## src/rtl/sdram_pkg.sv

```systemverilog
// rtl/sdram_pkg.sv - shared types and decode helpers for the SDRAM command sequencer
package sdram_pkg;

  typedef enum logic [1:0] {
    SZ_B   = 2'b00,
    SZ_HW  = 2'b01,
    SZ_W   = 2'b10,
    SZ_BAD = 2'b11
  } size_e;

  typedef enum logic [2:0] {
    ST_IDLE,
    ST_PRE,
    ST_PRE_WAIT,
    ST_ACT,
    ST_ACT_WAIT,
    ST_LAT_WAIT,
    ST_XFER,
    ST_RECOVER
  } state_e;

  function automatic logic [3:0] len_beats(input logic [1:0] len);
    return 4'd1 << len;
  endfunction

  function automatic logic [7:0] col_inc(input logic [1:0] size);
    case (size)
      SZ_HW:   return 8'd2;
      SZ_W:    return 8'd4;
      default: return 8'd1;
    endcase
  endfunction

endpackage

```

## src/rtl/sdram_wr_fifo.sv

```systemverilog
// rtl/sdram_wr_fifo.sv - write-data FIFO; an empty FIFO passes a same-cycle push straight to the head
module sdram_wr_fifo #(
  parameter int DEPTH = 8
) (
  input  logic        clk,
  input  logic        reset,
  input  logic        push,
  input  logic [31:0] push_data,
  input  logic        pop,
  output logic [31:0] pop_data,
  output logic        full,
  output logic        empty
);

  localparam int AW = $clog2(DEPTH);

  logic [31:0]   mem [DEPTH];
  logic [AW-1:0] wptr;
  logic [AW-1:0] rptr;
  logic [AW:0]   count;

  always_ff @(posedge clk or negedge reset) begin
    if (!reset) begin
      wptr  <= '0;
      rptr  <= '0;
      count <= '0;
    end else begin
      if (push) wptr <= wptr + 1'b1;
      if (pop)  rptr <= rptr + 1'b1;
      case ({push, pop})
        2'b10:   count <= count + 1'b1;
        2'b01:   count <= count - 1'b1;
        default: count <= count;
      endcase
    end
  end

  always_ff @(posedge clk) begin
    if (push) mem[wptr] <= push_data;
  end

  // Push and pop together while empty leaves both pointers aligned: a pure bypass.
  assign pop_data = empty ? push_data : mem[rptr];
  assign full     = (count == (AW + 1)'(DEPTH));
  assign empty    = (count == '0);

endmodule

```

## src/rtl/sdram_cmd_sequencer.sv

```systemverilog
// rtl/sdram_cmd_sequencer.sv - expands one burst request into the SDRAM core's
// precharge/activate/beat/recovery command sequence with registered core outputs
module sdram_cmd_sequencer
  import sdram_pkg::*;
#(
  parameter int TPRE       = 3,
  parameter int TCAS       = 3,
  parameter int TLAT       = 3,
  parameter int TWAIT      = 4,
  parameter int RD_LAT     = 1,
  parameter int WBUF_DEPTH = 8
) (
  input  logic        clk,
  input  logic        reset,
  input  logic        req_valid,
  output logic        req_ready,
  input  logic        req_write,
  input  logic [1:0]  req_size,
  input  logic [1:0]  req_len,
  input  logic [7:0]  req_row,
  input  logic [7:0]  req_col,
  output logic        req_err,
  input  logic [31:0] wdata,
  input  logic        wdata_valid,
  output logic        wdata_ready,
  output logic [31:0] rdata,
  output logic        rdata_valid,
  output logic        Precharge,
  output logic        Activate,
  output logic        RE,
  output logic        WE,
  output logic        BS,
  output logic [1:0]  Size,
  output logic [7:0]  RowAddr,
  output logic [7:0]  ColAddr,
  output logic [31:0] DataIn,
  input  logic [31:0] DataOut
);

  state_e      state, state_d;
  logic [3:0]  cnt, cnt_d;
  logic [3:0]  beats_left;
  logic        wr_q;
  logic [1:0]  size_q;
  logic [7:0]  row_q;
  logic [7:0]  col_q;
  logic        accept, err_d, issue;
  logic        fifo_push, fifo_pop, fifo_full, fifo_empty, fifo_avail;
  logic [31:0] fifo_head;
  logic [RD_LAT-1:0] rd_pipe;

  sdram_wr_fifo #(.DEPTH(WBUF_DEPTH)) u_wr_fifo (
    .clk       (clk),
    .reset     (reset),
    .push      (fifo_push),
    .push_data (wdata),
    .pop       (fifo_pop),
    .pop_data  (fifo_head),
    .full      (fifo_full),
    .empty     (fifo_empty)
  );

  assign wdata_ready = !fifo_full;
  assign fifo_push   = wdata_valid && !fifo_full;
  assign fifo_avail  = !fifo_empty || fifo_push;
  assign req_ready   = (state == ST_IDLE);

  always_comb begin
    state_d = state;
    cnt_d   = cnt;
    accept  = 1'b0;
    err_d   = 1'b0;
    case (state)
      ST_IDLE: begin
        if (req_valid) begin
          if (req_size == SZ_BAD) err_d = 1'b1;
          else begin
            accept  = 1'b1;
            state_d = ST_PRE;
          end
        end
      end
      ST_PRE: begin
        state_d = ST_PRE_WAIT;
        cnt_d   = 4'(TPRE - 2);
      end
      ST_PRE_WAIT: begin
        if (cnt == 4'd0) state_d = ST_ACT;
        else cnt_d = cnt - 4'd1;
      end
      ST_ACT: begin
        state_d = ST_ACT_WAIT;
        cnt_d   = 4'(TCAS - 2);
      end
      ST_ACT_WAIT: begin
        if (cnt == 4'd0) begin
          if (wr_q) state_d = ST_XFER;
          else begin
            state_d = ST_LAT_WAIT;
            cnt_d   = 4'(TLAT - 1);
          end
        end else cnt_d = cnt - 4'd1;
      end
      ST_LAT_WAIT: begin
        if (cnt == 4'd0) state_d = ST_XFER;
        else cnt_d = cnt - 4'd1;
      end
      ST_XFER: begin
        // beats_left hits zero once the final beat is already on the bus.
        if (beats_left == 4'd0) begin
          state_d = ST_RECOVER;
          cnt_d   = 4'(TWAIT - 1);
        end
      end
      ST_RECOVER: begin
        if (cnt == 4'd0) state_d = ST_IDLE;
        else cnt_d = cnt - 4'd1;
      end
      default: state_d = ST_IDLE;
    endcase
  end

  // Decided one cycle ahead so the beat strobes can be registered.
  assign issue    = (state_d == ST_XFER) && (beats_left != 4'd0) && (!wr_q || fifo_avail);
  assign fifo_pop = issue && wr_q;

  always_ff @(posedge clk or negedge reset) begin
    if (!reset) begin
      state      <= ST_IDLE;
      cnt        <= '0;
      beats_left <= '0;
      wr_q       <= 1'b0;
      size_q     <= '0;
      row_q      <= '0;
      col_q      <= '0;
    end else begin
      state <= state_d;
      cnt   <= cnt_d;
      if (accept) begin
        wr_q       <= req_write;
        size_q     <= req_size;
        row_q      <= req_row;
        col_q      <= req_col;
        beats_left <= len_beats(req_len);
      end else if (issue) begin
        beats_left <= beats_left - 4'd1;
        col_q      <= col_q + col_inc(size_q);
      end
    end
  end

  always_ff @(posedge clk or negedge reset) begin
    if (!reset) begin
      Precharge <= 1'b0;
      Activate  <= 1'b0;
      RE        <= 1'b0;
      WE        <= 1'b0;
      BS        <= 1'b1;
      Size      <= '0;
      RowAddr   <= '0;
      ColAddr   <= '0;
      DataIn    <= '0;
      req_err   <= 1'b0;
    end else begin
      Precharge <= (state_d == ST_PRE);
      Activate  <= (state_d == ST_ACT);
      RE        <= issue && !wr_q;
      WE        <= issue && wr_q;
      BS        <= !((state_d == ST_PRE) || (state_d == ST_ACT) || issue);
      req_err   <= err_d;
      if (state_d == ST_ACT) RowAddr <= row_q;
      if (issue) begin
        Size    <= size_q;
        ColAddr <= col_q;
      end
      if (fifo_pop) DataIn <= fifo_head;
    end
  end

  always_ff @(posedge clk or negedge reset) begin
    if (!reset) begin
      rd_pipe     <= '0;
      rdata_valid <= 1'b0;
      rdata       <= '0;
    end else begin
      rd_pipe[0] <= RE;
      for (int i = 1; i < RD_LAT; i++) rd_pipe[i] <= rd_pipe[i-1];
      rdata_valid <= rd_pipe[RD_LAT-1];
      if (rd_pipe[RD_LAT-1]) rdata <= DataOut;
    end
  end

endmodule

```

## config.mk

```make
export PLATFORM = sky130hd
export DESIGN_NAME = sdram_cmd_sequencer
export DESIGN_NICKNAME = d
export VERILOG_FILES = /design/src/rtl/sdram_pkg.sv /design/src/rtl/sdram_wr_fifo.sv /design/src/rtl/sdram_cmd_sequencer.sv
export SDC_FILE = /design/constraint.sdc
export NUM_CORES = 1
export LEC_CHECK = 0
export CORE_MARGIN = 4
export CORE_UTILIZATION = 45
export CTS_CLUSTER_SIZE = 20
export DETAILED_ROUTE_END_ITERATION = 6
export DONT_BUFFER_PORTS = 1
export HOLD_SLACK_MARGIN = 0.02
export MAX_ROUTING_LAYER = met4
export PLACE_DENSITY = 0.71
export SLEW_MARGIN = 30
export SYNTH_ARGS = -nofsm -noshare
export SYNTH_HDL_FRONTEND = slang
export SYNTH_SLANG_ARGS = --single-unit
```

## constraint.sdc

```tcl
create_clock -name clk -period 12.3 [get_ports clk]
set_input_delay 3.69 -clock clk [delete_from_list [all_inputs] [get_ports clk]]
set_output_delay 3.69 -clock clk [all_outputs]
set_load 0.05 [all_outputs]
```

# == After elaboration in Yosys (flattened, before gate mapping) ==
# Memory sizes are Yosys's and may differ from the RTL's.
# Index checks and enable logic that the tools add are counted.
# word_totals
latchBits,0
romBits,0
elab_cells,106
reg_bits,130
out_inout_bits,91
inputBits,89
memories,1
ramBits,256
# memory_table
memory,words,width,rd,rd_ports_with_merged_regs,write_ports,line,text
u_wr_fifo.mem,8,32,1,0,1,sdram_wr_fifo.sv:17,logic [31:0] mem [DEPTH];
# classes
multipliers,0
shifts,1
bitwise_logic,0
addsub,7
muxes,31
eq_ne,19
n_lt_le_gt_ge,0
n_reduce_logical,24
div,0
# op_table
cell,n
32-bit two-way mux,1
8-bit two-way mux,4
4-bit two-way mux,6
3-bit one-hot mux with 8 select lines,1
3-bit two-way mux,7
4-bit one-hot mux with 4 select lines,1
"3-bit == test, second input constant",5
4-bit zero test,3
"4-bit by 1-bit subtractor with 4-bit output, second input constant",3
"3-bit by 2-bit == test with 1-bit output, second input constant",3
8-bit adder,1
1-bit two-way mux,8
4-bit one-hot mux with 2 select lines,1
4-bit nonzero test,2
"3-bit by 1-bit adder with 3-bit output, second input constant",2
"2-bit == test, second input constant",3
"3-bit by 1-bit == test with 1-bit output, second input constant",2
3-bit one-hot mux with 2 select lines,1
1-bit logical AND,5
"4-bit by 1-bit adder with 4-bit output, second input constant",1
"2-bit by 1-bit == test with 1-bit output, second input constant",2
"4-bit == test, second input constant",1
1-bit zero test,4
1-bit logical OR,4
other kinds (9),11

# == Depth between registers and ports, before layout ==
# logic_depth
word_depth,12
ltp_mapped,17
ltp_nobuf,14

# == Modules after synthesis ==
# From an unflattened synthesis, not the netlist that was laid out.
# hier_totals
cells_unflattened,1018
hier_area_um2,15826.4
# by_module_without_submodules
mod,cells_per_inst,area_per_inst_um2,n_inst,seq_area_each_um2
sdram_wr_fifo,604,10642.7,1,7937.6
sdram_cmd_sequencer,414,5183.7,1,3004.1

# == Least setup slack after synthesis ==
# OpenSTA, ideal clock, no wires.
# synth_path
path_kind,input to register
startpoint,input port wdata_valid
endpoint,memory u_wr_fifo.mem[0][0] (enable)
path_buffers,0
arrival_time_ns,6.940
cell_stages,2
setup_slack_ns,4.858
setup_time_ns,0.502
required_time_ns,11.798
path_cell_list,nand2_1 > nor4_1
# synth_via
elab_chain_len,3
# synth_lines
item,line,text
start: declaration,sdram_cmd_sequencer.sv:24,"input logic wdata_valid,"
1-bit logical AND,sdram_cmd_sequencer.sv:64,assign fifo_push = wdata_valid && !fifo_full;
1-bit two-way mux,sdram_wr_fifo.sv:39,if (push) mem[wptr] <= push_data;
1-bit two-way mux (implied by the code),sdram_wr_fifo.sv:39,
end: declaration,sdram_wr_fifo.sv:17,
# No other way between the ends.

# == Worst setup path in the final report ==
# layout_path
startpoint,input port req_size[0]
endpoint,register u_wr_fifo.count[3]
# layout_via
elab_chain_len,10
elab_cells_between_ends,12
cone_classes,eq/ne: 4; mux: 4; reduce/logical: 4
# layout_lines
item,line,text
start: declaration,sdram_cmd_sequencer.sv:18,"input logic [1:0] req_size,"
2-bit == test (*),sdram_cmd_sequencer.sv:76,if (req_size == SZ_BAD) err_d = 1'b1;
3-bit two-way mux (*),sdram_cmd_sequencer.sv:76,
3-bit two-way mux (*),sdram_cmd_sequencer.sv:75,if (req_valid) begin
3-bit one-hot mux with 8 select lines (*),sdram_cmd_sequencer.sv:73,case (state)
3-bit == test (*),sdram_cmd_sequencer.sv:124,assign issue = (state_d == ST_XFER) && (beats_left != 4'd0) && (!wr_q || fifo_avail);
1-bit logical AND (*) (2 in series),sdram_cmd_sequencer.sv:124,
1-bit logical AND (*),sdram_cmd_sequencer.sv:125,assign fifo_pop = issue && wr_q;
net fifo_pop,sdram_cmd_sequencer.sv:48,"logic fifo_push, fifo_pop, fifo_full, fifo_empty, fifo_avail;"
2-bit by 1-bit == test with 1-bit output / 2-bit == test (equally long branches),sdram_wr_fifo.sv:30,"case ({push, pop})"
4-bit one-hot mux with 2 select lines / 2-bit nonzero test (equally long branches),n/a,
end signal: assignment,sdram_wr_fifo.sv:31,2'b10: count <= count + 1'b1;
end signal: assignment,sdram_wr_fifo.sv:32,2'b01: count <= count - 1'b1;
end signal: assignment,sdram_wr_fifo.sv:33,default: count <= count;
end: declaration,sdram_wr_fifo.sv:20,logic [AW:0] count;
# Mark *: on every way through the listed nets, which the timed path passes. The rest lies on a longest branch.
# A chain may end at the register's enable or synchronous reset.

==> results by group <==
Place
  – Post-DP HPWL: 18.6 mm
  – Gpl congestion: approximately 0.73
  – Placed cell count: about 1400
  – Port Buffer Count: 0

Logic synthesis
  – Post-Synth Simple-Gate Area: 0.0589
  – Xor and xnor area share after synthesis: 0.00856
  – Post-Syn Area per Cell: 16.4 µm²
  – Cell count after synthesis: 935
  – Fraction of the mapped netlist area in adder cells: 0.0132
  – Mapped Nets: 1039
  – Mux share of post-synthesis cell area: 0.147
  – Cell variety after synth: 54
  – Mapped Area: 15300 µm²
  – Largest family of logic cells by synthesized area: multiplexers
  – Async set-reset flop share out of synthesis: 0.337
  – Sequential fraction of the synthesis area: 0.713
  – FF+latch count, synth: 386
  – Post-synth EDFFs: 256
  – Synth warn: 0
  – Post-synth top flop: edfxtp_1
  – Compound-Gate Fraction of Synth Area: 0.0415

Global routing
  – Met1 Usage GRT: 0.221
  – Met3 Usage GRT: 0.0409
  – Total Routing Usage GR: 0.173
  – Vias in the first global route: 8236
  – GRT met2 Usage: 0.285
  – Most Used Layer, Global Route: met2
  – Largest net degree at the start of global routing: 131
  – First-pass GRT wire length: about 48 mm
  – Initial antenna violation count: 0
  – Gr ovfl total: 0

Finish
  – Fin cells: 1425
  – Area Overhead vs Synth: 12.0%
  – Nets: ~1000
  – Final core occ: 0.511
  – Share of layout cells above drive strength 1: 0.207
  – Most frequent cells in the layout: edfxtp_1 (256), dfrtp_1 (125), nand2_1 (104)
  – Antenna cell count: 0
  – Commonest non-fill, non-tap cell in the layout: edfxtp_1

Drt
  – Antenna-violating nets left: 0
  – Initial DRC count: 548
  – Via-to-Cell Ratio: about 5.5
  – Vias: 7855
  – Drt drc: 0
  – Drt pass-1 iters: 5
  – WL final: 31.1 mm
  – Avg WL per Cell: 21.8 µm

Floorplan
  – # IOs: 180
  – Core ar.: 33600 µm²
  – Die H: slightly below 200 µm
  – Row cnt: between 60 and 70
  – Initial core utilization: 0.457
  – Die width: ~190 µm
  – Total Die Area: around 37000 µm²

STA
  – Fmax achieved: 138 MHz
  – Fin Setup TNS: 0 ns
  – Tcrit/Tclk final: 0.591
  – Slew Viols, Final: 0
  – Max-slew headroom: 0.386
  – Setup violators final: 0
  – Hold Violations, Final: 0
  – RSZ-0062 raised after global routing: false
  – Worst-margin pin slew: between 0.9 and 1 ns
  – Min Tclk post-route: 7.27 ns
  – Clock Skews: 0.0246 ns

Setup path
  – Worst path arrival time: 7.69 ns
  – CP Launch Type: input port
  – R2r setup slk: around 7.1 ns
  – CP required: between 10 and 15 ns
  – Kind of critical path: in2reg
  – Nature of the critical path endpoint: register
  – Maximum fanout along the worst path: approximately 70

Pwr
  – Power Density: roughly 280 nW/µm²
  – Leakage power: 6.29 nW
  – PnR Total Power: between 4 and 5 mW
  – Max IR drop VDD: between 0.00015 and 0.0002 V

Clocking
  – H-tree levels: 2
  – # hold bufs at CTS: 0
  – Post_cts resized: 0
  – CTS root buffer: clkbuf_16
  – TritonCTS clock tree: done
  – CTS sink cnt: around 390
  – Clock tree buffer depth: 3
  – Skew-Pair Late Insertion Delay: 0.54 ns
  – Clock-pin slew on the worst setup and hold paths: 0.06 ns
  – Postcts setup bufs: 0
  – TritonCTS buffer count: 40

Run
  – Max Cap Viol: 0

Min path
  – Hold WC Path Type: reg2reg

Outcome
  – Status: finished clean
==> flip-flops by register name, indices dropped and copies added (netlist names), 2 cells and up <==
| register | count |
|---|---|
| ColAddr | 8 |
| DataIn | 32 |
| RowAddr | 8 |
| Size | 2 |
| beats_left | 4 |
| cnt | 4 |
| col_q | 8 |
| rdata | 32 |
| row_q | 8 |
| size_q | 2 |
| state | 3 |
| u_wr_fifo.count | 4 |
| u_wr_fifo.mem | 256 |
| u_wr_fifo.rptr | 3 |
| u_wr_fifo.wptr | 3 |
==> layout make-up <==
cell class	count	area, µm²
Clock buffer	58	1140
Clock inverter	16	164
Fill cell	2716	16400
Inverter	19	71.3
Multi-Input combinational cell	484	4190
Sequential cell	386	10900
Tap cell	448	561
Timing Repair Buffer	14	109
==> stage by stage <==
step	hold slack (ns)	setup WS [ns]	area, µm²
final	0.473	5.03	17200
after global routing	0.497	4.65	17200
after CTS	0.477	5.00	17200
after detailed placement	0.463	4.43	15900
after global placement	0.460	4.61	15900
after floorplan	0.352	4.86	15300
==> layer usage <==
| layer | vias to the layer above | routed length, µm |
|---|---|---|
| met1 | 4010 | 12400 |
| li1 | 3550 | - |
| met2 | 254 | 15700 |
| met4 | 0 | 484 |
| met5 | - | 0 |
| met3 | 41 | 2540 |
==> kinds of logic (layout without fill, tap and decap cells) <==
group           after synthesis  after routing
compound gates              112            112
xor+xnor                     15             15
fa+ha+maj                    15             15
buf+inv                      65            107
flops                       386            386
mux                         138            138
simple gates                204            204
==> report_power, final <==
part | total (mW) | internal, mW | switching, mW | leakage, nW
registers | 2.47 | 1.72 | 0.743 | 3.91
clock network | 1.17 | 0.675 | 0.496 | 0.639
logic | 1.22 | 0.578 | 0.644 | 1.74
total | 4.86 | 2.98 | 1.88 | 6.29
==> synth_stat cells, types with 2 or more instances <==
master,count,area share
o211ai_1,3,0.0015
nor4_1,3,0.0012
ha_1,13,0.011
o21ai_0,44,0.014
a22o_1,3,0.0017
nor2b_1,3,0.0012
nand2b_1,3,0.0012
xor2_1,9,0.0051
xnor2_1,6,0.0034
nand3_1,12,0.0039
fa_1,2,0.0026
clkbuf_1,23,0.0056
nor3b_1,3,0.0015
nand2_1,104,0.025
clkinv_1,2,0.00049
o22ai_1,2,0.00082
mux2_4,6,0.0059
a21oi_1,41,0.013
inv_1,17,0.0042
mux2i_1,32,0.021
nand4_1,2,0.00082
nor2_1,51,0.012
dfrtp_1,129,0.21
buf_1,11,0.0027
a21o_1,3,0.0015
edfxtp_1,256,0.50
nor3_1,9,0.0029
buf_2,10,0.0033
nand3b_1,2,0.00098
mux4_2,64,0.094
mux2_2,35,0.026
buf_6,2,0.0015
and3_1,2,0.00082
o21ai_1,8,0.0026
==> final timing paths <==
| kind | from | endpoint | depth (start not counted) |
|---|---|---|---|
| min in group asynchronous | reset | DataIn[19] | 0 |
| max in group asynchronous | reset | BS | 0 |
| max reg2reg | state[2] | u_wr_fifo.count[3] | 14 |
| min reg2reg | row_q[5] | RowAddr[5] | 2 |
| max | req_size[0] | u_wr_fifo.count[3] | 14 |
| min | row_q[5] | RowAddr[5] | 2 |
==> critical path: stages <==
cell	delay, ns
nand2_1	0.05
nand3_1	0.55
clkinv_1	0.84
a221oi_4	0.74
nand3_2	0.12
buf_4	0.36
inv_1	0.15
ha_1	0.21
ha_1	0.25
a21o_1	0.18
a21oi_1	0.19
xnor2_1	0.14
nor2_1	0.07
xor2_1	0.14
Power figures use the tool's default switching activity.
